[src/rtl/sipo.sv]
// UART-style serial-in parallel-out receiver, oversampled by baud_clk.
// Start bit sampled mid-bit; data LSB first, optional parity, one stop bit.
module sipo #(
  parameter int OVERSAMPLE = 16
) (
  input  logic       baud_clk,
  input  logic       reset,
  input  logic       data_tx,
  input  logic [1:0] parity_type,
  output logic [7:0] data_out,
  output logic       active_flag,
  output logic       done_flag,
  output logic       parity_error,
  output logic       stop_error
);

  localparam int CW = (OVERSAMPLE > 2) ? $clog2(OVERSAMPLE) : 1;
  localparam logic [CW-1:0] HALF = CW'(OVERSAMPLE / 2 - 1);
  localparam logic [CW-1:0] LAST = CW'(OVERSAMPLE - 1);

  typedef enum logic [2:0] {
    IDLE,
    START,
    DATA,
    PARITY,
    STOP
  } state_t;

  state_t        state;
  logic [CW-1:0] cnt;
  logic [2:0]    idx;
  logic [7:0]    sr;
  logic [1:0]    ptype_q;
  logic          perr_q;
  logic          s1, s2, rx_q;
  logic          rx_s;

  assign rx_s = s2;

  always_ff @(posedge baud_clk or posedge reset) begin
    if (reset) begin
      s1   <= 1'b1;
      s2   <= 1'b1;
      rx_q <= 1'b1;
    end else begin
      s1   <= data_tx;
      s2   <= s1;
      rx_q <= s2;
    end
  end

  always_ff @(posedge baud_clk or posedge reset) begin
    if (reset) begin
      state        <= IDLE;
      cnt          <= '0;
      idx          <= '0;
      sr           <= '0;
      ptype_q      <= '0;
      perr_q       <= 1'b0;
      data_out     <= '0;
      active_flag  <= 1'b0;
      done_flag    <= 1'b0;
      parity_error <= 1'b0;
      stop_error   <= 1'b0;
    end else begin
      done_flag <= 1'b0;
      unique case (state)
        IDLE: begin
          // Edge, not level: a line stuck low never starts a frame.
          if (rx_q && !rx_s) begin
            state       <= START;
            cnt         <= '0;
            idx         <= '0;
            perr_q      <= 1'b0;
            ptype_q     <= parity_type;
            active_flag <= 1'b1;
          end
        end
        START: begin
          if (cnt == HALF) begin
            cnt <= '0;
            if (!rx_s) begin
              state <= DATA;
            end else begin
              state       <= IDLE;
              active_flag <= 1'b0;
            end
          end else begin
            cnt <= cnt + CW'(1);
          end
        end
        DATA: begin
          if (cnt == LAST) begin
            cnt <= '0;
            sr  <= {rx_s, sr[7:1]};
            idx <= idx + 3'd1;
            if (idx == 3'd7) begin
              if (ptype_q == 2'b01 || ptype_q == 2'b10)
                state <= PARITY;
              else
                state <= STOP;
            end
          end else begin
            cnt <= cnt + CW'(1);
          end
        end
        PARITY: begin
          if (cnt == LAST) begin
            cnt   <= '0;
            state <= STOP;
            if (ptype_q == 2'b01)
              perr_q <= ~(^{sr, rx_s});
            else
              perr_q <= ^{sr, rx_s};
          end else begin
            cnt <= cnt + CW'(1);
          end
        end
        STOP: begin
          if (cnt == LAST) begin
            cnt          <= '0;
            state        <= IDLE;
            active_flag  <= 1'b0;
            data_out     <= sr;
            parity_error <= perr_q;
            stop_error   <= ~rx_s;
            done_flag    <= 1'b1;
          end else begin
            cnt <= cnt + CW'(1);
          end
        end
        default: begin
          state       <= IDLE;
          active_flag <= 1'b0;
        end
      endcase
    end
  end

endmodule

[config.mk]
export PLATFORM = sky130hd
export DESIGN_NAME = sipo
export DESIGN_NICKNAME = d
export VERILOG_FILES = /design/src/rtl/sipo.sv
export SDC_FILE = /design/constraint.sdc
export NUM_CORES = 1
export LEC_CHECK = 0
export CAP_MARGIN = 20
export CORE_ASPECT_RATIO = 0.9
export CORE_MARGIN = 5
export CORE_UTILIZATION = 40
export DETAILED_ROUTE_END_ITERATION = 16
export SETUP_SLACK_MARGIN = 0.1
export SKIP_LAST_GASP = 1
export SYNTH_ARGS = -nofsm -noshare
export SYNTH_HDL_FRONTEND = slang
export SYNTH_SLANG_ARGS = --single-unit
export TNS_END_PERCENT = 5
[constraint.sdc]
create_clock -name baud_clk -period 1.9 [get_ports baud_clk]
set_input_delay 0.19 -clock baud_clk [delete_from_list [all_inputs] [get_ports baud_clk]]
set_output_delay 0.19 -clock baud_clk [all_outputs]
set_load 0.02 [all_outputs]
==> impl_metrics.csv, run 1 <==
group,metric,value,unit
status,outcome,"finished clean",
synthesis,synth_area_leaders,"dfrtp_1, mux2_2, dfstp_2",
sta,final_max_slew_viol_count,0,
sta,relSlewSlack,69.8,%
clock_tree,clkTransAtPathRegs,0.07,ns
grt,antenna_found_initial,0,
worst_setup_path,cp.required,2.07,ns
route,antenna_left,0,
die,fp.coreArea,0.00413,mm²
die,ios,17,
final_layout,fillCellCount,378,
sta,fin_crit_sh,92.5,%
grt,grt_pass1_vias,1125,
sta,layout_min_cycle_time,1.76,ns
sta,report.final.hold_viol_count,0,
synthesis,yosysUniqueCellTypes,38,
synthesis,synth_edf_count,0,
route,first_pass_iters,4,
synthesis,ys_top_cells_by_count,"dfrtp_1, nand2_1, mux2_2",
grt,grt_start_max_net_pins,37,
grt,grt_pass1_wl,5.23,mm
sta,tns,0,ns
route,remaining_drc_errors,0,
final_layout,drive_gt1_share,22.9,%
grt,grt_use_total,12.0,%
synthesis,ys_seq_area_share,52.6,%
final_layout,regArea,905,µm²
worst_setup_path,critPathMaxStageDelay,0.42,ns
synthesis,synthesis.nets,151,
die,die_w,79.1,µm
sta,setup_violations,0,
worst_setup_path,crit_path_end_kind,"register",
grt,gr-total-overflow,0,
synthesis,yosysMostFrequentCell,"dfrtp_1",
final_layout,multiInputGateArea,756,µm²
final_layout,syn_to_final_growth,18.6,%
worst_setup_path,startpoint_type,"register",
worst_setup_path,crit_slowest_cell,"dfrtp_1",
synthesis,ys_ff_latch,36,
clock_tree,cts-htree-levels,2,
sta,rsz0062_at_grt,"true",
final_layout,final_nets,174,
synthesis,synth_top_flop_cell,"dfrtp_1",
worst_setup_path,critPathTopFamily,"flip-flops",
sta,skew,0.00239,ns
sta,clock.fmax,0.569,GHz
flow_run,cap_violations,0,
final_layout,insertedDiodeCount,0,
sta,worstMarginPinSlew,0.453,ns
clock_tree,ctsLongestPathBuffers,2,
synthesis,ys_warn_count,0,
worst_setup_path,crit_arrival,1.93,ns
worst_setup_path,path_max_fanout,5,
clock_tree,postCtsHoldBufs,0,
worst_setup_path,cp.buffers_inverters,0,
clock_tree,cts_sinks,36,
route,wl,3.04,mm
worst_setup_path,crit_type,"reg2reg",
synthesis,yosys.area.top_type,"dfrtp_1",
synthesis,synthCells,142,
die,rows,22,
place,io_buffers,16,
synthesis,yosysTopAreaCellShare,48.0,%
synthesis,syn_area_per_cell,12.1,µm²
clock_tree,cts_made_buffers,5,
die,die_h,72.2,µm
min_path,hp-class,"in2async",
synthesis,netlist_area,0.00172,mm²
route,wire_per_inst,14.2,µm
power_and_ir_drop,power,2.58,mW
route,drtIter0Drc,52,
route,vias,1124,
synthesis,async_reset_ff_share,100,%
clock_tree,clk_latency,0.28,ns
die,start_util,41.6,%
worst_setup_path,cp_cell_sequence,"ha_1, and3_1, a22o_4, o2bb2ai_4, mux2_1",
die,die-area,0.00571,mm²
clock_tree,cts_tree,"done",
power_and_ir_drop,p_leak,0.939,nW
place,routabilityCongestion,0.812,
clock_tree,cts_root_buf,"clkbuf_8",
place,dp_hpwl,2.20,mm
route,viasPerCell,5.25,
power_and_ir_drop,vdd_drop_max,0.476,mV
power_and_ir_drop,p_per_area,1270,mW/mm²
-- cell type report --
type                       instances  share of cell area (%)
sequential                        36                    44.4
clock inverter                     1                   0.368
tap                               48                    2.95
clock buffer                       7                    4.24
multi-input combinational         96                    37.1
timing repair buffer              23                    10.4
inverter                           3                   0.552
-- sequential cells by signal, indices dropped and copies added, names as in the netlist --
register and cells:
active_flag 1, state 3, done_flag 1, parity_error 1
ptype_q 2, rx_q 1, stop_error 1, idx 3
s1 1, perr_q 1, cnt 4, data_out 8
rx_s 1, sr 8
-- routing by layer --
| layer | track usage, % | wire length (µm) |
|---|---|---|
| met5 | 0 | 0 |
| met4 | 5.15 | 38 |
| met3 | 3.97 | 109 |
| met2 | 19.9 | 1540 |
| met1 | 14.3 | 1350 |
-- cell families (layout without fill, tap and decap cells) --
| family | after synthesis | in the layout | share of synthesized area (%) |
|---|---|---|---|
| flops | 36 | 36 | 52.6 |
| compound gates | 21 | 21 | 9.90 |
| buf+inv | 10 | 34 | 3.71 |
| xor+xnor | 9 | 9 | 5.39 |
| mux | 23 | 23 | 15.0 |
| fa+ha+maj | 4 | 4 | 2.91 |
| simple gates | 39 | 39 | 10.5 |
-- repair_timing --
action / in CTS / in global routing
buffers inserted: 0 / 0
resized for setup: 1 / 1
endpoints found under the setup margin: 10 / 11
-- power breakdown --
group          leakage, nW  switching (mW)  internal (mW)
clock network       0.0445           0.268          0.295
logic                0.422           0.472          0.484
registers            0.472           0.148          0.919
total                0.939           0.888           1.70
-- tightest hold or removal path, delay by kind of cell --
| family | cells | cell delay, ns |
|---|---|---|
| buffers and inverters | 3 | 0.83 |
-- cells in the final DEF, fill, tap and decap left out, types with 2 or more instances in the layout --
master and n:
inv_1 3, buf_4 7, nor2_1 5, dfrtp_1 33
nor2b_1 2, dfstp_2 3, clkdlybuf4s50_1 16, clkbuf_8 6
a21oi_1 3, o21ai_0 5, mux2_2 15, xnor2_1 7
nand2_1 17, mux2_1 7, nand3_1 8, ha_1 4
-- path summary, 6_finish.rpt --
path	startpoint	end	slack (ns)	cells past startpoint
setup reg to reg	cnt[1]	state[0]	0.14	5
hold reg to reg	s1	rx_s	0.36	0
hold / removal	reset	active_flag	0.31	3
max in group asynchronous	reset	rx_q	1.24	3
setup / recovery	cnt[1]	state[0]	0.14	5
min in group baud_clk	data_tx	s1	0.31	1
-- stage by stage --
step	cell area, µm²	instances	setup WS, ns	hold WS [ns]	util [%]
3_3_place_gp	1940	206	0.118	0.347	47.0
5_1_grt	2040	214	0.0819	0.315	49.4
4_1_cts	2030	214	0.133	0.305	49.3
6_report	2040	214	0.142	0.307	49.4
3_5_place_dp	1940	206	0.0340	0.352	47.0
2_1_floorplan	1720	142	0.217	0.194	-
Power figures use the tool's default switching activity.
==> run 2, diff against run 1 <==
Settings changed: CELL_PAD_IN_SITES_DETAIL_PLACEMENT from default to 1, CELL_PAD_IN_SITES_GLOBAL_PLACEMENT from default to 1, PLACE_DENSITY_LB_ADDON from default to 0.1.
==> run 2 against run 1 <==
Compared with the run above: via count grew 0.53%; worst hold slack lost 0.066 ns; count of clock-buffer cells in the layout is the same; maximum frequency grew 2.2%; largest power group unchanged.
==> impl_metrics.csv, run 2 (same netlist as run 1, synthesis figures left out) <==
group,metric,value,unit
power_and_ir_drop,p_per_area,1270,mW/mm²
worst_setup_path,crit_type,"reg2reg",
route,vias,1130,
power_and_ir_drop,p_leak,0.946,nW
grt,gr-total-overflow,0,
worst_setup_path,path_max_fanout,5,
route,drtIter0Drc,59,
grt,antenna_found_initial,0,
final_layout,drive_gt1_share,24.2,%
place,post-place-ws,0.0180,ns
final_layout,insertedDiodeCount,0,
sta,layout_min_cycle_time,1.72,ns
die,ios,17,
die,fp.coreArea,0.00413,mm²
clock_tree,cts-htree-levels,2,
sta,report.final.hold_viol_count,0,
die,die_w,79.1,µm
sta,clock.fmax,0.581,GHz
sta,relSlewSlack,65.4,%
sta,setup_violations,0,
place,routabilityCongestion,0.791,
grt,grt_pass1_wl,5.71,mm
final_layout,syn_to_final_growth,19.7,%
sta,worstMarginPinSlew,0.518,ns
route,wire_per_inst,15.0,µm
place,place_area,0.00195,mm²
clock_tree,postCtsSetupBuffers,0,
final_layout,final_nets,174,
power_and_ir_drop,vdd_drop_max,0.664,mV
route,wl,3.20,mm
route,first_pass_iters,4,
sta,tns,0,ns
clock_tree,cts_root_buf,"clkbuf_8",
status,outcome,"finished clean",
final_layout,reg_top3,"data_out x8, sr x8, cnt x4",
die,start_util,41.6,%
final_layout,final_common_cell,"dfrtp_1",
flow_run,cap_violations,0,
place,io_buffers,16,
clock_tree,clkTransAtPathRegs,0.07,ns
worst_setup_path,cp.required,2.06,ns
final_layout,regArea,905,µm²
final_layout,fillCellCount,427,
sta,fin_crit_sh,90.5,%
die,rows,22,
final_layout,layout_common_cells,"dfrtp_1, nand2_1, clkdlybuf4s50_1",
worst_setup_path,crit_path_end_kind,"register",
clock_tree,ctsLongestPathBuffers,2,
clock_tree,clk_latency,0.28,ns
sta,layout_setup_ws,0.180,ns
final_layout,post-route-util,49.8,%
die,die_h,72.2,µm
grt,grt_start_max_net_pins,25,
sta,rsz0062_at_grt,"false",
clock_tree,cts_sinks,36,
final_layout,multiInputGateArea,759,µm²
grt,grt_pass1_vias,1181,
sta,skew,0.00744,ns
grt,grt_use_total,12.9,%
final_layout,final_cell_area,0.00206,mm²
route,antenna_left,0,
route,viasPerCell,5.31,
min_path,hp-class,"in2async",
die,die-area,0.00571,mm²
clock_tree,cts_made_buffers,5,
sta,fin_hold_ws,0.241,ns
place,dp_hpwl,2.42,mm
sta,final_max_slew_viol_count,0,
worst_setup_path,startpoint_type,"register",
worst_setup_path,crit_arrival,1.88,ns
route,remaining_drc_errors,0,
clock_tree,cts_tree,"done",
==> run 2: changes by cell type in the layout (fill, tap and decap cells not counted) <==
cell / before / now
clkbuf_8: 6 / 7
buf_12: 0 / 1
and3_1: 1 / 0
clkinvlp_4: 1 / 0
clkbuf_1: 1 / 0
ha_1: 4 / 3
and3_2: 0 / 1
buf_4: 7 / 6
ha_2: 0 / 1
==> run 2: area by class of cell <==
cell class | count | area share [%]
tap | 48 | 2.92
inverter | 3 | 0.547
timing repair buffer | 23 | 10.9
clock buffer | 7 | 4.68
sequential | 36 | 44.0
multi-input combinational | 96 | 36.9
==> run 2: critical path, cell delays in order, from the launching register on <==
cell and delay, ns:
dfrtp_1 0.41, ha_2 0.22, and3_2 0.24, a22o_4 0.24, o2bb2ai_4 0.14, mux2_1 0.34
==> run 2: final timing paths <==
kind	startpoint	end	slack [ns]	depth (start not counted)
min in group baud_clk	data_tx	s1	0.32	1
max in group asynchronous	reset	idx[2]	1.15	3
worst min-delay path	reset	active_flag	0.24	2
worst max register to register	cnt[0]	state[0]	0.18	5
worst max-delay path	cnt[0]	state[0]	0.18	5
worst min register to register	s1	rx_s	0.36	0
==> run 2: routing by layer <==
layer	global-route usage [%]	part of all wire, %	up-vias
li1	-	-	543
met1	17.1	46	558
met2	20.1	47	24
met3	4.09	5.1	5
met4	4.58	1.3	0
met5	0	0	-
==> run 2: through the flow <==
step           instances  total power [mW]
5_1_grt              213              2.82
3_3_place_gp         206              2.01
2_1_floorplan        142              1.82
4_1_cts              213              2.65
3_5_place_dp         206              2.06
6_report             213              2.62
==> run 2: what timing repair did <==
item / 4_1_cts / 5_1_grt
setup endpoints to repair: 11 / 13
gates resized for setup: 1 / 3
hold buffers: 0 / 0
==> run 2: where the power goes <==
part / internal, mW / switching, mW
clock network: 0.322 / 0.244
registers: 0.919 / 0.163
logic: 0.492 / 0.475
total: 1.73 / 0.882
